[src/rtl/des_frame_ctrl.sv]
// rtl/des_frame_ctrl.sv - SPI frame control stage: key load, DES launch, result return
// Frames end on synchronized cs_n rising; results reach output_text only while cs_s is high.
module des_frame_ctrl #(
  parameter int SYNC_STAGES = 2,
  parameter int TIMEOUT     = 255
) (
  input  logic        clk,
  input  logic        rst,
  input  logic        cs_n,
  input  logic [63:0] input_text,
  output logic [63:0] output_text,
  input  logic        decrypt,
  input  logic        rekey,
  output logic        des_start,
  output logic        des_decrypt,
  output logic [63:0] des_key,
  output logic [63:0] des_din,
  input  logic        des_done,
  input  logic [63:0] des_dout,
  output logic        key_valid,
  output logic        busy,
  output logic        err_overrun,
  output logic        err_timeout
);

  localparam int CW = $clog2(TIMEOUT + 1);

  typedef enum logic [1:0] {IDLE, START, BUSY} state_t;

  state_t                 state;
  state_t                 state_nx;
  logic [SYNC_STAGES-1:0] cs_sync;
  logic                   cs_s;
  logic                   cs_s_d;
  logic                   frame_end;
  logic [CW-1:0]          tmo_cnt;
  logic                   tmo_hit;
  logic [63:0]            res_buf;
  logic                   res_pend;
  logic                   load_key;
  logic                   launch;

  assign cs_s      = cs_sync[SYNC_STAGES-1];
  assign frame_end = cs_s & ~cs_s_d;
  assign tmo_hit   = (tmo_cnt == CW'(TIMEOUT));
  // A rekey pulse coinciding with frame_end makes that very frame the key.
  assign load_key  = (state == IDLE) && frame_end && (!key_valid || rekey);
  assign launch    = (state == IDLE) && frame_end && key_valid && !rekey;

  // Chain resets high so that reset release never looks like a frame end.
  always_ff @(posedge clk or negedge rst) begin
    if (!rst) begin
      cs_sync <= '1;
      cs_s_d  <= 1'b1;
    end else begin
      cs_sync <= {cs_sync[SYNC_STAGES-2:0], cs_n};
      cs_s_d  <= cs_s;
    end
  end

  always_ff @(posedge clk or negedge rst) begin
    if (!rst) state <= IDLE;
    else      state <= state_nx;
  end

  always_comb begin
    state_nx = state;
    case (state)
      IDLE:    if (launch) state_nx = START;
      START:   state_nx = BUSY;
      BUSY:    if (des_done || tmo_hit) state_nx = IDLE;
      default: state_nx = IDLE;
    endcase
  end

  always_comb begin
    des_start = (state == START);
    busy      = (state == START) || (state == BUSY);
  end

  always_ff @(posedge clk or negedge rst) begin
    if (!rst) begin
      tmo_cnt     <= '0;
      des_key     <= '0;
      key_valid   <= 1'b0;
      des_din     <= '0;
      des_decrypt <= 1'b0;
      err_overrun <= 1'b0;
      err_timeout <= 1'b0;
      res_buf     <= '0;
      res_pend    <= 1'b0;
      output_text <= '0;
    end else begin
      if (state == START)                tmo_cnt <= '0;
      else if (state == BUSY && !tmo_hit) tmo_cnt <= tmo_cnt + CW'(1);

      if (load_key) begin
        des_key   <= input_text;
        key_valid <= 1'b1;
      end else if (rekey) begin
        key_valid <= 1'b0;
      end

      if (launch) begin
        des_din     <= input_text;
        des_decrypt <= decrypt;
      end

      if (frame_end && state != IDLE) err_overrun <= 1'b1;

      // MISO word is only touched between frames; a fresh result below re-arms res_pend.
      if (res_pend && cs_s) begin
        output_text <= res_buf;
        res_pend    <= 1'b0;
      end

      if (state == BUSY) begin
        if (des_done) begin
          res_buf  <= des_dout;
          res_pend <= 1'b1;
        end else if (tmo_hit) begin
          err_timeout <= 1'b1;
          res_buf     <= '1;
          res_pend    <= 1'b1;
        end
      end
    end
  end

endmodule

[config.mk]
export PLATFORM = sky130hd
export DESIGN_NAME = des_frame_ctrl
export DESIGN_NICKNAME = d
export VERILOG_FILES = /design/src/rtl/des_frame_ctrl.sv
export SDC_FILE = /design/constraint.sdc
export NUM_CORES = 1
export LEC_CHECK = 0
export CORE_ASPECT_RATIO = 2
export CORE_MARGIN = 2
export CORE_UTILIZATION = 49
export CTS_BUF_LIST = sky130_fd_sc_hd__clkbuf_8
export DETAILED_ROUTE_END_ITERATION = 7
export PLACE_DENSITY = 0.83
export SLEW_MARGIN = 25
export SYNTH_ARGS = -nofsm -noshare
export SYNTH_HDL_FRONTEND = slang
export SYNTH_SLANG_ARGS = --single-unit
[constraint.sdc]
create_clock -name clk -period 2 [get_ports clk]
set_input_delay 0.3 -clock clk [delete_from_list [all_inputs] [get_ports clk]]
set_output_delay 0.3 -clock clk [all_outputs]
set_load 0.02 [all_outputs]
==> Yosys cells after proc, flatten, opt, wreduce, memory -nomap -nowiden <==
Index checks and enable logic that the tools add are counted.
{ "totals": {"reg_bits": 274, "latch_bits": 0, "ram_bits": 0, "rom_bits": 0, "in_bits": 134, "output_inout_bits": 198, "word_cells": 56, "mem_count": 0} }
{ "op_classes": {"n_addsub": 1, "mul": 0, "n_div": 0, "n_lt_le_gt_ge": 0, "eq_ne": 5, "shifts": 0, "muxes": 13, "bitwise_logic": 3, "n_reduce_logical": 21} }
{ "op_table": {"columns": ["cell", "count"], "rows": [
  ["64-bit 2-to-1 mux", 2],
  ["8-bit 2-to-1 mux", 2],
  ["8-bit by 1-bit adder with 8-bit output (second input constant)", 1],
  ["8-bit == test (second input constant)", 1],
  ["2-bit nonzero test", 4],
  ["1-bit logical AND", 7],
  ["1-bit 2-to-1 mux", 6],
  ["2-bit one-hot mux with 3 select lines", 1],
  ["2-bit 2-to-1 mux", 2],
  ["2-bit != test (second input constant)", 2],
  ["2-bit AND reduction", 2],
  ["1-bit zero test", 3],
  ["1-bit logical OR", 3],
  ["3-bit AND reduction", 1],
  ["2-bit by 1-bit == test with 1-bit output (second input constant)", 1],
  ["2-bit == test (second input constant)", 1],
  ["2-bit zero test", 1],
  ["1-bit inverter", 2],
  ["1-bit AND", 1]
]} }

==> Depth between registers and ports, before layout <==
{ "logic_depth": {"ltp_word": 7, "depth_mapped": 7, "ltp_nobuf": 5} }

==> Worst setup path before layout <==
Ideal clock, no wire load.
{ "synth_timing": {"kind": "reg-to-reg", "from": "register state[0]", "to": "register des_key[10]", "setup_time_ns": 0.125, "arrival_time_ns": 1.569, "t_required_ns": 1.875, "slack_ns": 0.306, "path_stages_with_launch": 8, "n_path_buf": 2, "synth_period_minus_slack_ns": 1.694, "path_cell_list": "dfrtp_1 inv_1 ha_1 nand3b_4 nor2b_4 buf_12 buf_12 mux2_4"} }
{ "synth_between": {"elab_chain_len": 3} }
{ "synth_rtl": {"columns": ["item", "line_no", "rtl"], "rows": [
  ["from (decl)", "30", "state_t state;"],
  ["from (signal assigned)", "63", "else state <= state_nx;"],
  ["2-bit zero test", "47", "assign load_key = (state == IDLE) && frame_end && (!key_valid || rekey);"],
  ["1-bit logical AND (2 in a row)", "47", null],
  ["to (signal assigned)", "98", "des_key <= input_text;"],
  ["to (decl)", "16", "output logic [63:0] des_key,"]
]} }
No other way between the ends.
A chain may end at the register's enable or synchronous reset.

==> Final worst setup path <==
{ "layout_timing": {"from": "register state[0]", "to": "output busy"} }
{ "layout_between": {"elab_chain_len": 2, "elab_cells_between_ends": 3, "classes_between": "2 x eq/ne; 1 x reduce/logical"} }
{ "layout_rtl": {"columns": ["item", "line_no", "rtl"], "rows": [
  ["2-bit by 1-bit == test with 1-bit output / 2-bit == test (equally long branches)", "78", "busy = (state == START) || (state == BUSY);"],
  ["1-bit logical OR *", "78", null],
  ["to (decl)", "21", "output logic busy,"]
]} }
Mark *: on every way between the ends. The rest lies on a longest branch, timed or not.

==> metrics.csv <==
stage,metric,value,unit
route,drtAntennaViolNets,0,
route,drc,0,
global_routing,grt_pass1_wl,45700,microns
finish,nFillCells,1588,
hold_path,min_path_type,in2reg,
finish,diodes,0,
global_routing,grt_pass1_vias,8212,
sta,fin_crit_sh,96.9,%
sta,setup_violations,0,
yosys,yosysUniqueCellTypes,43,
clock_tree,clk_pin_slew,0.07,ns
clock_tree,cts_buffer_depth,3,
critical_path,crit_required,1.70,ns
sta,period_minus_slack,1.94,ns
sta,hold_viol,0,
place,place_hpwl,20400,microns
floorplanning,coreArea,22500,sq um
floorplanning,initial_utilization,49.4,%
critical_path,end_kind,output pin,
place,port_buffers,331,
finish,final_common_cell,clkdlybuf4s50_1,
floorplanning,chipWidth,111,microns
sta,tightest_slew,0.666,ns
yosys,netlist_area,11100,sq um
yosys,synthAdderAreaFrac,0.562,%
yosys,synth_seq_cells,274,
yosys,synth_ff_type,dfrtp_1,
global_routing,grtUsageTotal,23.8,%
yosys,synth_fp_nets,920,
critical_path,path_class,reg2out,
sta,finalSetupTns,0,ns
power,power,24.6,mW
yosys,yosysWarnings,0,
critical_path,critPathMaxFanout,4,
sta,slew_viol_final,0,
sta,slew_headroom,55.6,%
yosys,synth-seq-area-share,61.6,%
floorplanning,rows,78,
sta,rsz0062_at_grt,false,
yosys,avgSynthCellArea,14.3,sq um
route,detail_route.vias_per_cell,5.38,
finish,area_delta_synth_final,40.6,%
power,p_leak,7.07,nW
finish,drive_above_1_share,21.5,%
route,drtIter0Drc,334,
global_routing,grt_max_degree,70,
route,totalWireLength,28800,microns
route,vias,7759,
floorplanning,io_pins,332,
yosys,yosys.area_share.simple,4.35,%
route,firstDrtPassIters,4,
sta,clock.fmax,516,MHz
power,power_density,1570,nW/um^2
yosys,synth-xor-area-share,0,%
clock_tree,root_buffer,clkbuf_8,
clock_tree,cts_buffers,39,
global_routing,grt_overflow,0,
clock_tree,clk_latency,0.52,ns
clock_tree,cts_tree,built,
sta,skew,0.0122,ns
yosys,synth-compound-area-share,7.78,%
finish,layout.nets,1275,
yosys,synth.area.mux_share,21.9,%
finish,final_util,69.5,%
yosys,async_reset_ff_share,100,%
finish,most-common-layout-cells,"327 x clkdlybuf4s50_1, 271 x dfrtp_1, 86 x mux2_2",
critical_path,startpoint_type,register,
route,routedWlPerCell,20.0,microns
status,status,"finished, final reports clean",
power,peakVddDrop,1.02,mV
clock_tree,htree_num_levels,2,
yosys,synth_top_family_by_area,multiplexers,
critical_path,crit_arrival,1.64,ns
clock_tree,cts.sinks,274,
global_routing,grt_antenna_before_repair,0,
floorplanning,die_h,217,microns
floorplanning,dieArea,24000,sq um
place,gp_congestion,0.823,
yosys,synth_edf_count,0,
yosys,netlist_instances,781,
flow_run,maxCapViolations,0,
-- critical path, stage by stage (launching register included) --
cell	delay (ns)
dfrtp_1	0.41
inv_1	0.14
ha_2	0.31
clkdlybuf4s15_2	0.27
-- path summary, 6_finish.rpt --
kind | start | to | slack [ns] | cells past startpoint
max | state[0] | busy | 0.06 | 3
min | cs_n | cs_sync[0] | 0.19 | 1
max reg2reg | state[0] | des_key[1] | 0.11 | 7
min reg2reg | cs_sync[0] | cs_sync[1] | 0.36 | 0
max in group asynchronous | rst | des_din[15] | 0.97 | 3
min in group asynchronous | rst | res_buf[11] | 0.36 | 2
-- stage by stage --
| step | instance area (sq um) | instances | hold slack, ns | setup WS (ns) |
|---|---|---|---|---|
| after detailed placement | 14900 | 1373 | 0.319 | 0.0380 |
| after global routing | 15700 | 1441 | 0.151 | 0.00806 |
| after floorplan | 11100 | 781 | 0.00441 | 0.306 |
| after global placement | 14900 | 1373 | 0.318 | 0.0822 |
| after CTS | 15600 | 1440 | 0.150 | 0.0152 |
| final | 15700 | 1441 | 0.185 | 0.0612 |
-- cell type report --
type | instances | area (sq um) | share of cell area, %
Clock buffer | 49 | 674 | 4.31
Clock inverter | 17 | 93.8 | 0.599
Multi-Input combinational cell | 449 | 3860 | 24.7
Sequential cell | 274 | 6860 | 43.8
Tap cell | 280 | 350 | 2.24
Timing Repair Buffer | 366 | 3800 | 24.3
Inverter | 6 | 22.5 | 0.144
-- synth_stat cells (all sizes together), types with 3 or more instances --
master,instances,share of area (%)
buf,35,3.0
a211oi,3,0.20
dfstp,3,0.71
nor2,69,2.4
nor3,3,0.13
ha,5,0.56
dfrtp,271,61
clkbuf,17,0.58
and4,3,0.24
o22ai,65,3.7
mux2,196,22
nand2b,3,0.24
nor2b,4,0.29
inv,6,0.20
nand2,4,0.20
nand3,5,0.22
a21oi,70,3.1
-- timing repair --
item | 4_1_cts | 5_1_grt
endpoints found under the setup margin | 2 | 58
gates resized for setup | 4 | 4
hold buffers | 1 | 0
setup buffers | 0 | 1
hold endpoints to repair | 55 | 0
pin swaps | 0 | 1
-- power by group --
| part | internal, mW | total (mW) | switching, mW |
|---|---|---|---|
| clock | 2.32 | 4.33 | 2.01 |
| combinational | 5.76 | 10.8 | 4.99 |
| sequential | 7.98 | 9.53 | 1.56 |
| total | 16.1 | 24.6 | 8.57 |
-- sequential cells by signal, indices dropped and copies added, names as in the netlist --
register and cells:
cs_sync 2, key_valid 1, err_timeout 1, tmo_cnt 8
cs_s_d 1, output_text 64, des_key 64, err_overrun 1
des_din 64, state 2, des_decrypt 1, res_buf 64
res_pend 1
-- cell families after synthesis --
logic type / count (synthesis)
buffers and inverters: 58
and+or+nand+nor: 98
DFF: 274
AOI/OAI and AO/OA: 149
muxes: 197
adders and majority gates: 5
-- layer usage --
layer	vias to the layer above	global-route usage (%)	share of wire (%)
li1	3522	-	-
met3	74	4.37	5.4
met1	3851	27.9	37
met2	312	42.6	54
met5	-	0	0
met4	0	10.2	3.9
(Power assumes the default switching activity.)
